===== config.mk =====
export PLATFORM = sky130hd
export DESIGN_NAME = mem_port_arbiter
export DESIGN_NICKNAME = d
export VERILOG_FILES = /design/src/rtl/mem_port_arbiter.sv
export SDC_FILE = /design/constraint.sdc
export NUM_CORES = 1
export LEC_CHECK = 0
export CAP_MARGIN = 15
export CORE_MARGIN = 8
export CORE_UTILIZATION = 40
export DETAILED_ROUTE_END_ITERATION = 10
export PLACE_DENSITY = 0.81
export SLEW_MARGIN = 20
export SYNTH_ARGS = -nofsm -noshare
export SYNTH_HDL_FRONTEND = slang
export SYNTH_SLANG_ARGS = --single-unit

===== constraint.sdc =====
create_clock -name Clk -period 2.3 [get_ports Clk]
set_clock_uncertainty 0.05 [all_clocks]
set_input_delay 0.23 -clock Clk [delete_from_list [all_inputs] [get_ports Clk]]
set_output_delay 0.23 -clock Clk [all_outputs]
set_load 0.005 [all_outputs]

===== src/rtl/mem_port_arbiter.sv =====
// Two-requester round-robin arbiter for a single fixed-latency memory port.
// Owner's request is latched on grant; memory strobes are driven for MEM_LATENCY cycles.
module mem_port_arbiter #(
    parameter int unsigned MEM_LATENCY = 2
) (
    input  logic        Clk,
    input  logic        Rst,
    input  logic        ReqA,
    input  logic [31:0] AddrA,
    input  logic        WrA,
    input  logic [31:0] WDataA,
    input  logic        ReqB,
    input  logic [31:0] AddrB,
    input  logic        WrB,
    input  logic [31:0] WDataB,
    output logic        GntA,
    output logic        GntB,
    output logic        DoneA,
    output logic        DoneB,
    output logic        Sel,
    output logic [31:0] MemAddr,
    output logic [31:0] MemWData,
    output logic        MemRead,
    output logic        MemWrite,
    input  logic [31:0] MemRData,
    output logic [31:0] RData
);

    typedef enum logic [1:0] {StIdle, StBusy, StDone} state_e;

    state_e      state_q, state_d;
    logic [3:0]  cnt_q, cnt_d;
    logic        last_b_q;
    logic        sel_q;
    logic        wr_q;
    logic [31:0] addr_q;
    logic [31:0] wdata_q;
    logic [31:0] rdata_q;
    logic        grant_b;
    logic        grant;
    logic        last_cnt;

    // On a tie, B wins only if A was served last.
    assign grant_b  = ReqB & (~ReqA | ~last_b_q);
    assign grant    = (state_q == StIdle) & (ReqA | ReqB);
    assign last_cnt = (cnt_q == 4'(MEM_LATENCY - 1));

    always_ff @(posedge Clk) begin
        if (Rst) begin
            state_q <= StIdle;
            cnt_q   <= 4'd0;
        end else begin
            state_q <= state_d;
            cnt_q   <= cnt_d;
        end
    end

    always_comb begin
        state_d = state_q;
        cnt_d   = cnt_q;
        unique case (state_q)
            StIdle: begin
                cnt_d = 4'd0;
                if (ReqA | ReqB) state_d = StBusy;
            end
            StBusy: begin
                if (last_cnt) state_d = StDone;
                else          cnt_d   = cnt_q + 4'd1;
            end
            StDone: begin
                cnt_d   = 4'd0;
                state_d = StIdle;
            end
            default: state_d = StIdle;
        endcase
    end

    always_ff @(posedge Clk) begin
        if (Rst) begin
            last_b_q <= 1'b1;
            sel_q    <= 1'b0;
            wr_q     <= 1'b0;
            addr_q   <= 32'd0;
            wdata_q  <= 32'd0;
            rdata_q  <= 32'd0;
        end else begin
            if (grant) begin
                sel_q   <= grant_b;
                wr_q    <= grant_b ? WrB    : WrA;
                addr_q  <= grant_b ? AddrB  : AddrA;
                wdata_q <= grant_b ? WDataB : WDataA;
            end
            if ((state_q == StBusy) && last_cnt) begin
                if (!wr_q) rdata_q <= MemRData;
                last_b_q <= sel_q;
            end
        end
    end

    always_comb begin
        GntA     = (state_q == StBusy) & ~sel_q;
        GntB     = (state_q == StBusy) &  sel_q;
        DoneA    = (state_q == StDone) & ~sel_q;
        DoneB    = (state_q == StDone) &  sel_q;
        MemRead  = (state_q == StBusy) & ~wr_q;
        MemWrite = (state_q == StBusy) &  wr_q;
        Sel      = sel_q;
        MemAddr  = addr_q;
        MemWData = wdata_q;
        RData    = rdata_q;
    end

endmodule


Word level (Yosys, flattened, before mapping)
Index checks and enable logic that the tools add are counted.
{ "word_totals": {"register_bits": 105, "in_bits": 166, "out_inout_bits": 103} }
{ "classes": {"addsub": 1, "n_eq_ne": 6, "mux": 8, "bitwise_logic": 14, "reduce_logical": 7} }
{ "op_table": {"columns": ["operator", "count"], "rows": [
  ["32-bit 2-to-1 mux", 2],
  ["1-bit bitwise AND", 8],
  ["4-bit one-hot mux with 2 select lines", 1],
  ["2-bit AND reduction", 3],
  ["4-bit by 1-bit adder with 4-bit output (second input constant)", 1],
  ["4-bit by 1-bit == test with 1-bit output (second input constant)", 1],
  ["2-bit 2-to-1 mux", 2],
  ["4-bit 2-to-1 mux", 1],
  ["2-bit != test (second input constant)", 2],
  ["1-bit inverter", 4],
  ["2-bit one-hot mux with 2 select lines", 1],
  ["2-bit by 1-bit == test with 1-bit output (second input constant)", 1],
  ["2-bit == test (second input constant)", 1],
  ["2-bit zero test", 1],
  ["2-bit by 1-bit != test with 1-bit output (second input constant)", 1],
  ["1-bit OR", 2],
  ["2-bit nonzero test", 1],
  ["2-bit OR reduction", 1],
  ["1-bit logical AND", 1],
  ["1-bit 2-to-1 mux", 1]
]} }

Logic depth before layout (Yosys ltp)
Gate-level depths: netlist of run 1.
{ "depth": {"word_depth": 4, "mapped_depth": 7, "depth_no_buf": 5} }

Worst setup path before layout of run 1
No wires, ideal clock.
{ "synth_path": {"path_type": "reg2reg", "startpoint": "register cnt_q[0]", "endpoint": "register rdata_q[10] (netlist: RData[10])", "arrival_ns": 1.411, "slack_ns": 0.706, "path_stages_with_launch": 7, "synth_period_minus_slack_ns": 1.594, "cell_sequence": "dfxtp_1 > ha_1 > or3b_1 > buf_2 > buf_2 > o31ai_1 > a21oi_1"} }
{ "synth_between": {"elab_chain_cells": 3} }
{ "synth_rtl": {"columns": ["item", "line", "rtl"], "rows": [
  ["start: declaration", "32", "logic [3:0] cnt_q, cnt_d;"],
  ["start signal: assignment", "54", "cnt_q <= cnt_d;"],
  ["4-bit by 1-bit == test with 1-bit output", "46", "assign last_cnt = (cnt_q == 4'(MEM_LATENCY - 1));"],
  ["1-bit logical AND", "93", "if ((state_q == StBusy) && last_cnt) begin"],
  ["2-bit AND reduction (no source line)", null, null],
  ["end signal: assignment", "94", "if (!wr_q) rdata_q <= MemRData;"],
  ["end: declaration", "38", "logic [31:0] rdata_q;"]
]} }
Every way passes these cells.
A chain may end at the register's enable or synchronous reset.

Worst setup path in the final report of run 1
{ "layout_path": {"startpoint": "register state_q[0]", "endpoint": "output port MemWrite"} }
{ "layout_between": {"elab_chain_cells": 2} }
{ "layout_rtl": {"columns": ["item", "line", "rtl"], "rows": [
  ["start: declaration", "31", "state_e state_q, state_d;"],
  ["start signal: assignment", "50", "state_q <= StIdle;"],
  ["start signal: assignment", "53", "state_q <= state_d;"],
  ["2-bit by 1-bit == test with 1-bit output", "106", "MemWrite = (state_q == StBusy) & wr_q;"],
  ["1-bit bitwise AND", "106", null],
  ["end: declaration", "24", "output logic MemWrite,"]
]} }
Every way passes these cells.

==> flow_metrics.tcl, run 1 <==
set metrics [dict create \
    swShare 0.294 \
    cts_buffer_depth 2 \
    peakVddDrop_uv 352 \
    worstPathRequired_ns 2.02 \
    synth_area_sq_um 5090 \
    synth_enable_flop_cells 0 \
    cts_htree_levels 3 \
    wl_um 19700 \
    post_cts_buffers 0 \
    ant_nets 0 \
    yosysWarnings 0 \
    core_sq_um 12500 \
    top_usage_layer "met2" \
    synth_seq_area_share 0.413 \
    holdCritPathClass "in2reg" \
    status "finished, final reports clean" \
    rows 41 \
    rsz0062_at_grt "no" \
    grt_pass1_vias 5657 \
    clock_sinks 105 \
    grt_pass1_wl_um 30300 \
    setup_viol 0 \
    worstReg2RegStart "state_q[1]$_SDFFE_PP0P_" \
    synthSimpleGateAreaFrac 0.181 \
    die_x_um 129 \
    p_int_uw 3490 \
    setup_tns_ns 0 \
    n_fill_cell 1064 \
    yosysTopAreaCellShare 0.413 \
    cp-end-kind "output port" \
    synth_common_cells "nand2_1 (133), dfxtp_1 (105), a21oi_1 (101)" \
    cp-start-kind "flop" \
    ys_async_sr_fraction 0 \
    syn_to_final_growth_pct 59.0 \
    syn_avg_cell_area_sq_um 8.88 \
    fin_crit_sh 0.951 \
    synth_xor_area_frac 0.00172 \
    ys_ff_latch 105 \
    routedWlPerCell_um 20.2 \
    globalRouteMet1Util 0.247 \
    cp-startpoint "state_q[0]$_SDFFE_PP0P_" \
    max_freq_ghz 0.457 \
    cap_violations 0 \
    num_vias 5456 \
    cts_tree "done" \
    cts_buffers 9 \
    syn_inst 574 \
    hp-start "Rst" \
    pwr-share-comb 0.278 \
    p_leak_uw 0.00280 \
    antenna_found_initial 1 \
    synthMuxAreaShare 0 \
    finalMaxSlewViolations 0 \
    synth_top_family_by_area "compound AO/OA/AOI/OAI gates" \
    crit_fanout 7 \
    hold_buffers 0 \
    drtIter0Drc 406 \
    yosysMostFrequentCell "nand2_1" \
    slowest_stage "clkdlybuf4s50_1" \
    place.detailed.hpwl_um 14400 \
    fin_crit_ns 2.19 \
    die_area_sq_um 16600 \
    final_layout_size_suffix_gt1_frac 0.113 \
    initial_core_util 0.407 \
    r2r_cells 3 \
    r2r-end "MemAddr[12]$_SDFFE_PP0P_" \
    nets 966 \
    final_hold_viol_count 0 \
    slew_headroom 0.331 \
    grt_use_total 0.228 \
    whs_path_depth 3 \
    overflow 0 \
    drc_errors 0 \
    via_per_inst 5.59 \
    power_switching_uw 1450 \
    synth-main-ff-cell "dfxtp_1" \
    r2r_slack_ns 0.37 \
    port_buffers 268 \
    min_delay_worst_endpoint "last_b_q$_SDFFE_PP1P_" \
    fin_cells 976 \
    die_h_um 129 \
    synthTopCellsByArea "dfxtp_1 (41%), a311oi_2 (15%), a21oi_1 (9.9%), nand2_1 (9.8%), nand4b_1 (5.7%)" \
    path_clk_slew_ns 0.08 \
    path_cells "nor2b_2 -> and2_1 -> clkdlybuf4s50_1" \
    pwr-share-seq 0.420 \
    cts_root_buffer "clkbuf_16" \
    grt_max_degree 69 \
    crit_type "reg2out" \
    synth_top_area_cell "dfxtp_1" \
    synth_adder_area_share 0.00491 \
    cts_resized 0 \
    placedCellCount 959 \
    globalplace.congestion 0.810 \
    io_pins 269 \
    arrival_ns 1.91 \
    clkPwrFrac 0.303 \
    tightest_slew_ns 1.00 \
    synth_fp_nets 742 \
    cpPeakStageDelay_ns 0.50 \
    first_pass_iters 5 \
    gr-usage-met3 0.104 \
    grt_use_met2 0.395 \
    synth_compound_area_frac 0.329 \
    synth_cell_types 32 \
    p_per_area_nw_per_um2 609 \
    clk_latency_ns 0.35 \
]
[cell type report]
cell class	instances	area (sq um)	share of cell area
clock inverters	6	48.8	0.00603
inverters	2	7.51	0.000927
clock buffers	10	239	0.0295
flip-flops and latches	105	2100	0.260
diodes	1	2.50	0.000309
multi-input cells	396	2660	0.328
well taps	172	215	0.0266
repair buffers	284	2830	0.349
[flip-flops by register name (all words and copies together) (netlist names)]
register	count
MemAddr	32
RData	32
last_b_q	1
MemWData	32
Sel	1
state_q	2
cnt_q	4
wr_q	1
[critical path: cells and delay by family (launching register included)]
family                 cells  cell delay, ns
flip-flops                 1            0.49
AND/OR/NAND/NOR            2            0.58
buffers and inverters      1            0.50
[power groups by stage]
stage	clock [uW]	sequential, uW	combinational, uW
floorplan	0	2100	646
global placement	0	2100	1340
detailed placement	0	2110	1370
CTS	1520	2070	1370
global route	1610	2090	1470
finish	1490	2070	1370
[through the flow]
stage / setup WS, ns / hold WS (ns) / utilization / total power [uW] / instance area, sq um
after floorplan: 0.706 / 0.340 / - / 2750 / 5090
after global routing: 0.0183 / 0.397 / 0.647 / 5160 / 8100
final: 0.113 / 0.372 / 0.647 / 4930 / 8100
after global placement: 0.152 / 0.403 / 0.624 / 3440 / 7810
after CTS: 0.102 / 0.368 / 0.647 / 4960 / 8100
after detailed placement: 0.0546 / 0.412 / 0.624 / 3470 / 7810
[logic make-up (layout without fill, tap and decap cells)]
kind of cell	after synthesis	in the layout
other	0	1
AOI/OAI and AO/OA	205	205
xor gates and xnor gates	1	1
adders and majority gates	2	2
buffers and inverters	73	302
and+or+nand+nor	188	188
DFF	105	105
[placed cells by master (no fill, tap or decap), types with 2 or more instances in the layout]
master	instances
a21oi_1	101
a311oi_1	15
a311oi_2	50
and2_1	2
buf_12	2
buf_4	15
clkbuf_16	9
clkdlybuf4s50_1	267
clkinvlp_4	3
dfxtp_1	104
ha_1	2
inv_1	2
inv_6	2
nand2_1	133
nand2b_1	2
nand3_1	2
nand4b_1	33
nor2_1	4
o21ai_0	2
o31ai_1	32
or3_1	3
[layer usage]
metal	vias up	wire [um]
met1	2631	7480
met5	-	0
met3	18	2200
li1	2565	-
met4	0	263
met2	242	9740
[how the worst max path moves through the flow]
stage	cells past startpoint	end	slack (ns)
floorplan	6	RData[10]$_SDFFE_PP0P_	0.71
global placement	4	wr_q$_SDFFE_PP0P_	0.15
detailed placement	4	MemAddr[24]$_SDFFE_PP0P_	0.05
CTS	3	MemWrite	0.10
global route	3	MemWrite	0.02
finish	3	MemWrite	0.11
(Power assumes the default switching activity.)
==> run 2, diff against run 1 <==
--- a/config.mk
+++ b/config.mk
@@ -10,6 +10,7 @@
 export CORE_UTILIZATION = 40
 export DETAILED_ROUTE_END_ITERATION = 10
 export PLACE_DENSITY = 0.81
+export SKIP_CTS_REPAIR_TIMING = 1
 export SLEW_MARGIN = 20
 export SYNTH_ARGS = -nofsm -noshare
 export SYNTH_HDL_FRONTEND = slang
==> results of run 2 <==
No change in the layout: final DEF, timing and power equal those of run 1.
